File: config.mk
export PLATFORM = sky130hd
export DESIGN_NAME = max_pooler
export DESIGN_NICKNAME = d
export VERILOG_FILES = /design/src/rtl/max_pooler_pkg.sv /design/src/rtl/max_pool_rowbuf.sv /design/src/rtl/max_pooler.sv
export SDC_FILE = /design/constraint.sdc
export NUM_CORES = 1
export LEC_CHECK = 0
export CORE_MARGIN = 1.5
export CORE_UTILIZATION = 50
export DETAILED_ROUTE_END_ITERATION = 7
export PLACE_DENSITY = 0.69
export SLEW_MARGIN = 20
export SYNTH_ARGS = -nofsm -noshare
export SYNTH_HDL_FRONTEND = slang
export SYNTH_SLANG_ARGS = --single-unit
File: constraint.sdc
create_clock -name clk -period 7.8 [get_ports clk]
set_clock_uncertainty 0.15 [all_clocks]
set_input_delay 1.56 -clock clk [delete_from_list [all_inputs] [get_ports clk]]
set_output_delay 1.56 -clock clk [all_outputs]
set_load 0.01 [all_outputs]
File: src/rtl/max_pooler_pkg.sv
// Shared configuration and helpers for the max_pooler stage: default geometry,
// derived output dimensions, counter widths and the signed max function.
package max_pooler_pkg;

   localparam int FM_ROW_DEF = 12;
   localparam int FM_COL_DEF = 12;
   localparam int P_DEF      = 4;
   localparam int N_DATA_DEF = 32;

   localparam int OUT_COLS = FM_COL_DEF / P_DEF;
   localparam int OUT_ROWS = FM_ROW_DEF / P_DEF;

   // Counters are split into in-window phase and window index, so no divider is needed
   localparam int PH_W = $clog2(P_DEF);
   localparam int OC_W = (OUT_COLS > 1) ? $clog2(OUT_COLS) : 1;
   localparam int OR_W = (OUT_ROWS > 1) ? $clog2(OUT_ROWS) : 1;

   function automatic logic [N_DATA_DEF-1:0] smax(input logic [N_DATA_DEF-1:0] a,
                                                  input logic [N_DATA_DEF-1:0] b);
      return ($signed(a) > $signed(b)) ? a : b;
   endfunction

endpackage

File: src/rtl/max_pool_rowbuf.sv
// Partial-max row buffer: one entry per output column, combinational read,
// read-modify-write merge of a completed horizontal group maximum.
module max_pool_rowbuf
   import max_pooler_pkg::*;
(
   input  logic                  clk,
   input  logic                  rst,
   input  logic [OC_W-1:0]       idx_i,
   input  logic                  init_i,
   input  logic                  upd_i,
   input  logic [N_DATA_DEF-1:0] h_i,
   output logic [N_DATA_DEF-1:0] merged_o
);

   logic [N_DATA_DEF-1:0] entry_arr [OUT_COLS];
   logic                  valid_arr [OUT_COLS];

   genvar gi;
   generate
      for (gi = 0; gi < OUT_COLS; gi++) begin : g_ent
         logic                  valid_q;
         logic [N_DATA_DEF-1:0] entry_q;
         logic                  hit;

         assign hit = upd_i && (idx_i == OC_W'(gi));

         always_ff @(posedge clk) begin
            if (rst)
               valid_q <= 1'b0;
            else if (hit)
               valid_q <= 1'b1;
         end

         always_ff @(posedge clk) begin
            if (hit)
               entry_q <= merged_o;
         end

         assign entry_arr[gi] = entry_q;
         assign valid_arr[gi] = valid_q;
      end
   endgenerate

   // An invalidated entry behaves like the first row of a window: overwrite
   assign merged_o = (init_i || !valid_arr[idx_i]) ? h_i : smax(entry_arr[idx_i], h_i);

endmodule

File: src/rtl/max_pooler.sv
// Streaming non-overlapping P x P max-pooling stage with end-of-frame flag.
// Optional MAXPOOL_RELU_EN clamps negative pooled outputs to zero.
module max_pooler
   import max_pooler_pkg::*;
#(
   parameter int FM_ROW = FM_ROW_DEF,
   parameter int FM_COL = FM_COL_DEF,
   parameter int P      = P_DEF,
   parameter int N_DATA = N_DATA_DEF
) (
   input  logic              clk,
   input  logic              rst,
   input  logic              data_in_vld,
   input  logic [N_DATA-1:0] data_in,
   output logic [N_DATA-1:0] data_out,
   output logic              data_out_vld,
   output logic              data_out_end
);

   generate
      if ((FM_ROW % P) != 0 || (FM_COL % P) != 0) begin : g_bad_geom
         $fatal(1, "max_pooler: FM_ROW and FM_COL must be multiples of P");
      end
      // Derived widths and the max helper live in the package
      if (FM_ROW != FM_ROW_DEF || FM_COL != FM_COL_DEF || P != P_DEF || N_DATA != N_DATA_DEF
          || P < 2) begin : g_bad_cfg
         $fatal(1, "max_pooler: parameters must match max_pooler_pkg and P >= 2");
      end
   endgenerate

   logic [PH_W-1:0]   col_ph_q, row_ph_q;
   logic [OC_W-1:0]   col_grp_q;
   logic [OR_W-1:0]   row_grp_q;
   logic [N_DATA-1:0] hmax_q, h, merged, data_out_d, data_out_q;
   logic              data_out_vld_q, data_out_end_q;
   logic              last_h, last_v, last_cg, last_rg, win_done;

   assign last_h   = (col_ph_q  == PH_W'(P - 1));
   assign last_v   = (row_ph_q  == PH_W'(P - 1));
   assign last_cg  = (col_grp_q == OC_W'(OUT_COLS - 1));
   assign last_rg  = (row_grp_q == OR_W'(OUT_ROWS - 1));
   assign h        = smax(hmax_q, data_in);
   assign win_done = data_in_vld && last_h && last_v;

   max_pool_rowbuf u_rowbuf (
      .clk      (clk),
      .rst      (rst),
      .idx_i    (col_grp_q),
      .init_i   (row_ph_q == '0),
      .upd_i    (data_in_vld && last_h),
      .h_i      (h),
      .merged_o (merged)
   );

   always_comb begin
      data_out_d = merged;
`ifdef MAXPOOL_RELU_EN
      if (merged[N_DATA-1])
         data_out_d = '0;
`endif
   end

   always_ff @(posedge clk) begin
      if (rst) begin
         col_ph_q       <= '0;
         col_grp_q      <= '0;
         row_ph_q       <= '0;
         row_grp_q      <= '0;
         hmax_q         <= '0;
         data_out_q     <= '0;
         data_out_vld_q <= 1'b0;
         data_out_end_q <= 1'b0;
      end else begin
         data_out_vld_q <= 1'b0;
         data_out_end_q <= 1'b0;
         if (data_in_vld) begin
            hmax_q <= (col_ph_q == '0) ? data_in : h;
            if (last_h) begin
               col_ph_q <= '0;
               if (last_cg) begin
                  col_grp_q <= '0;
                  if (last_v) begin
                     row_ph_q  <= '0;
                     row_grp_q <= last_rg ? '0 : row_grp_q + 1'b1;
                  end else begin
                     row_ph_q <= row_ph_q + 1'b1;
                  end
               end else begin
                  col_grp_q <= col_grp_q + 1'b1;
               end
            end else begin
               col_ph_q <= col_ph_q + 1'b1;
            end
            if (win_done) begin
               data_out_q     <= data_out_d;
               data_out_vld_q <= 1'b1;
               data_out_end_q <= last_cg && last_rg;
            end
         end
      end
   end

   assign data_out     = data_out_q;
   assign data_out_vld = data_out_vld_q;
   assign data_out_end = data_out_end_q;

endmodule

==> results.md, run 1 <==
Setup path:
- STA puts the critical path data arrival time at around 7100 ps.
- The start point of the critical path is data_in[23].
- The most critical setup path has its endpoint at u_rowbuf.g_ent[0].entry_q[15].
- The worst flop-to-flop path endpoint is u_rowbuf.g_ent[0].entry_q[15].
- The worst setup path is launched from an input pin.
- At the worst endpoint, the required time is 7890 ps.
- The beginning of the worst register-to-register path is hmax_q[23].
- Setup slack on the worst reg-to-reg path comes out at 2240 ps.
- Measured in cells, the most critical reg-to-reg path has a length of 19.
- The critical path endpoint category is a register.
- The type of the worst setup path is in2reg.
- The biggest fanout along the worst timing path is 16.

STA:
- The highest achievable clock rate is approximately 140 MHz.
- Setup repair after global routing left no endpoint under its margin.
- The number of hold violations in the final report is 0.
- The worst path needs 6990 ps of the cycle, external delays included.
- Of the available clock period, the critical path in the final layout requires 89.7%.
- The setup-violating endpoint count in the final report is 0.
- The worst-case headroom to the max-slew limit is 29.7%.
- The count of final max-slew check failures is 0.
- Hold timing on the final database bottoms out at a slack of 309 ps.
- Adding up every negative setup slack in the final design gives 0 ps.
- At the pin with the least slew margin, the transition time is ~1000 ps.
- The worst setup slack after layout is 807 ps.

Logic synthesis:
- By count the netlist is led by nor2_1 (115), edfxtp_1 (96), nand2_1 (79).
- The cell type contributing the most total cell area after synthesis is edfxtp_1.
- The combined area of all synthesized cells is 8930 um2.
- After synthesis the netlist holds a flip-flop and latch count of 173.
- The total nets after synthesis is ~960.
- The fraction of synthesis flops using an asynchronous set or reset pin is 0%.
- By instance count, the leading cell after synthesis is nor2_1.
- The synthesized design devotes to its leading area cell type 32.3% of total area.
- The share of the Yosys chip area taken by registers is 49.6%.
- The post-synthesis area per instance is 10.4 um2.
- The Yosys step of the flow raised 0 warnings.
- The number of distinct standard cells referenced by the synthesized netlist is 40.
- After synthesis, the cell types taking the most area are edfxtp_1 (32%), dfxtp_1 (17%), ha_1 (9.5%).
- Synthesis handed over a netlist of 856 instances.
- Counting flops with a built-in enable in the synthesized netlist gives 96.
- The most used flip-flop cell after synthesis is edfxtp_1.

Detailed routing:
- The routed design uses 1030 um of met3 wire.
- The routed design uses 10100 um of met2 wire.
- After detailed routing, the number of remaining DRC violations is 0.
- The number of iterations in the first detailed-routing pass is 6.
- The first routing iteration left between 500 and 600 violations.
- The final route contains 6501 vias.
- Wires add up to 21600 um.
- After detailed routing, no signal wire sits above met4.
- After detailed routing, the average wire length per cell comes to 18.8 um.
- The detailed router put a total of around 10000 um of wire on met1.
- The via-per-instance ratio is between 5 and 6.
- The number of nets with antenna violations after routing is 0.

Final layout:
- The number of nets in the final layout is 1013.
- From synthesis to final layout, the design area changed by 17.0%.
- The number of fill cells in the layout is 1440.
- The final non-filler cell area is between 10000 and 15000 um2.
- The number of inserted diodes is 0.
- The fraction of final layout cells sized beyond drive strength 1 is 9.21%.

Die:
- The initial utilization of the core area, before any placement, comes to 51.4%.
- The floorplan step defined a core boundary enclosing 17400 um2.
- In this run the horizontal extent of the chip is 137 um.
- The die is 137 um tall.
- Pin placement for this block handled 69 I/O pins.
- The overall die area is 18700 um2.
- The placement row count is 48.

Clock tree:
- The clock tree buffer depth is 2.
- Gates resized during post-CTS repair numbered 0.
- The TritonCTS clock tree is yes.
- The number of CTS-inserted buffers is 17.
- The buffers inserted during post-CTS setup optimization is 0.
- The clock slew at the register clock pins of the worst setup and hold paths is 70 ps.
- The worst-skew pair later-pin latency is 440 ps.
- The cts-stage hold buffer count is 0.
- In this run the clock root is driven by a clkbuf_16.
- In this run the number of H-tree levels came out at 4.
- The total number of clock tree sinks is 173.

Placed design:
- Buffers placed on the I/O ports in this run total 68.
- The pre-CTS setup slack is 483 ps.
- The post-place instance area is 9810 um2.
- The global placement routability congestion is 0.820.
- The half-perimeter wire length after placement is 14200 um.

Global routing:
- Global routing used between 20% and 30% of the available tracks.
- The leftover overflow at the end of global routing is 0.
- The number of antenna violations at the first check in global routing is 0.
- The wire length of the first global-routing pass is 34300 um.
- The via count of the first global-routing pass is between 6000 and 7000.
- The pin count of the biggest net entering global routing is 46.

Run status:
- The run finished with clean final reports.

Power and ir drop:
- The static leakage power is 3.92 nW.
- The largest vdd supply drop is 0.000153 V.
- Power spread over the standard cell area amounts to 218 nW/um2.

Hold path:
- The path type of the worst min-delay path is reg2reg.

Run:
- The max-capacitance violation count is 0.
## sequential cells by signal, indices dropped and copies added, names as in the netlist
name and cells:
u_rowbuf.g_ent.entry_q 96, data_out 32, hmax_q 32, u_rowbuf.g_ent.valid_q 3
col_grp_q 2, col_ph_q 2, row_grp_q 2, row_ph_q 2
data_out_end 1, data_out_vld 1
## where the power goes
group	total (mW)	internal (mW)	switching, mW
clock	0.932	0.576	0.355
combinational	0.336	0.135	0.201
sequential	1.01	0.995	0.0112
total	2.27	1.71	0.568
## how the worst min path moves through the flow
stage,cells past startpoint,startpoint,slack [ps],endpoint
after floorplan,2,u_rowbuf.g_ent[0].valid_q,290,u_rowbuf.g_ent[0].valid_q
after global placement,2,data_out[24],290,data_out[24]
after detailed placement,2,data_out[5],290,data_out[5]
after CTS,2,data_out[6],310,data_out[6]
after global routing,2,data_out[12],330,data_out[12]
final,2,data_out[22],310,data_out[22]
## cell type report
cell class / count / area (um2) / share of cell area (%)
clock buffers: 21 / 450 / 4.31
clock inverters: 11 / 191 / 1.83
well taps: 225 / 282 / 2.69
inverters: 40 / 150 / 1.44
multi-input cells: 593 / 4130 / 39.5
repair buffers: 85 / 816 / 7.81
flip-flops and latches: 173 / 4430 / 42.4
## placed cells by master (no fill, tap or decap), drive strengths merged, types with 5 or more instances in the layout
cell / instances
nor3b: 33
a211oi: 34
clkbuf: 21
ha: 68
a21o: 5
bufinv: 5
edfxtp: 96
o21ai: 36
buf: 18
dfxtp: 77
nand2: 79
inv: 40
clkdlybuf4s50: 67
mux2i: 70
nand4: 14
o31ai: 32
nand3: 5
nor2: 115
nor3: 5
o21a: 6
a21oi: 67
## worst max-delay path: stages
cell and delay, ps:
clkdlybuf4s50_1 550, inv_1 70, ha_1 340, a21oi_1 170, o21ai_1 110, a22oi_1 190, or4b_4 510, a32o_1 230
or2_2 440, buf_4 270, a21oi_1 170, ha_1 280, a21oi_1 190, nand2_1 100, a211o_1 310, o32ai_1 290
mux2i_1 260, and2_2 390, buf_4 320, a211oi_2 70, nor2_1 230
## metrics by stage
step | cells | total power, mW | utilization (%)
final | 1148 | 2.27 | 60.2
after global routing | 1148 | 2.36 | 60.2
after CTS | 1148 | 2.28 | 60.2
after detailed placement | 1116 | 1.36 | 56.5
after global placement | 1116 | 1.35 | 56.5
after floorplan | 856 | 1.27 | -
## per-layer routing
metal  vias to the layer above  global-route usage, %
met3                        22                   5.19
met4                         0                   6.68
met2                       158                   39.9
li1                       3214                      -
met1                      3107                   32.8
met5                         -                      0
## cell families after synthesis
| group | Yosys count | share of synthesized area, % |
|---|---|---|
| adders and majority gates | 68 | 9.53 |
| DFF | 173 | 49.6 |
| and+or+nand+nor | 263 | 13.4 |
| buffers and inverters | 90 | 4.58 |
| AOI/OAI and AO/OA | 192 | 15.1 |
| muxes | 70 | 7.85 |
Power figures use the tool's default switching activity.
==> run 2: changes to the inputs <==
--- a/config.mk
+++ b/config.mk
@@ -13,3 +13,4 @@
 export SYNTH_ARGS = -nofsm -noshare
 export SYNTH_HDL_FRONTEND = slang
 export SYNTH_SLANG_ARGS = --single-unit
+export TNS_END_PERCENT = 30
==> results of run 2 <==
The final DEF is identical to that of run 1; final timing and power are the same.
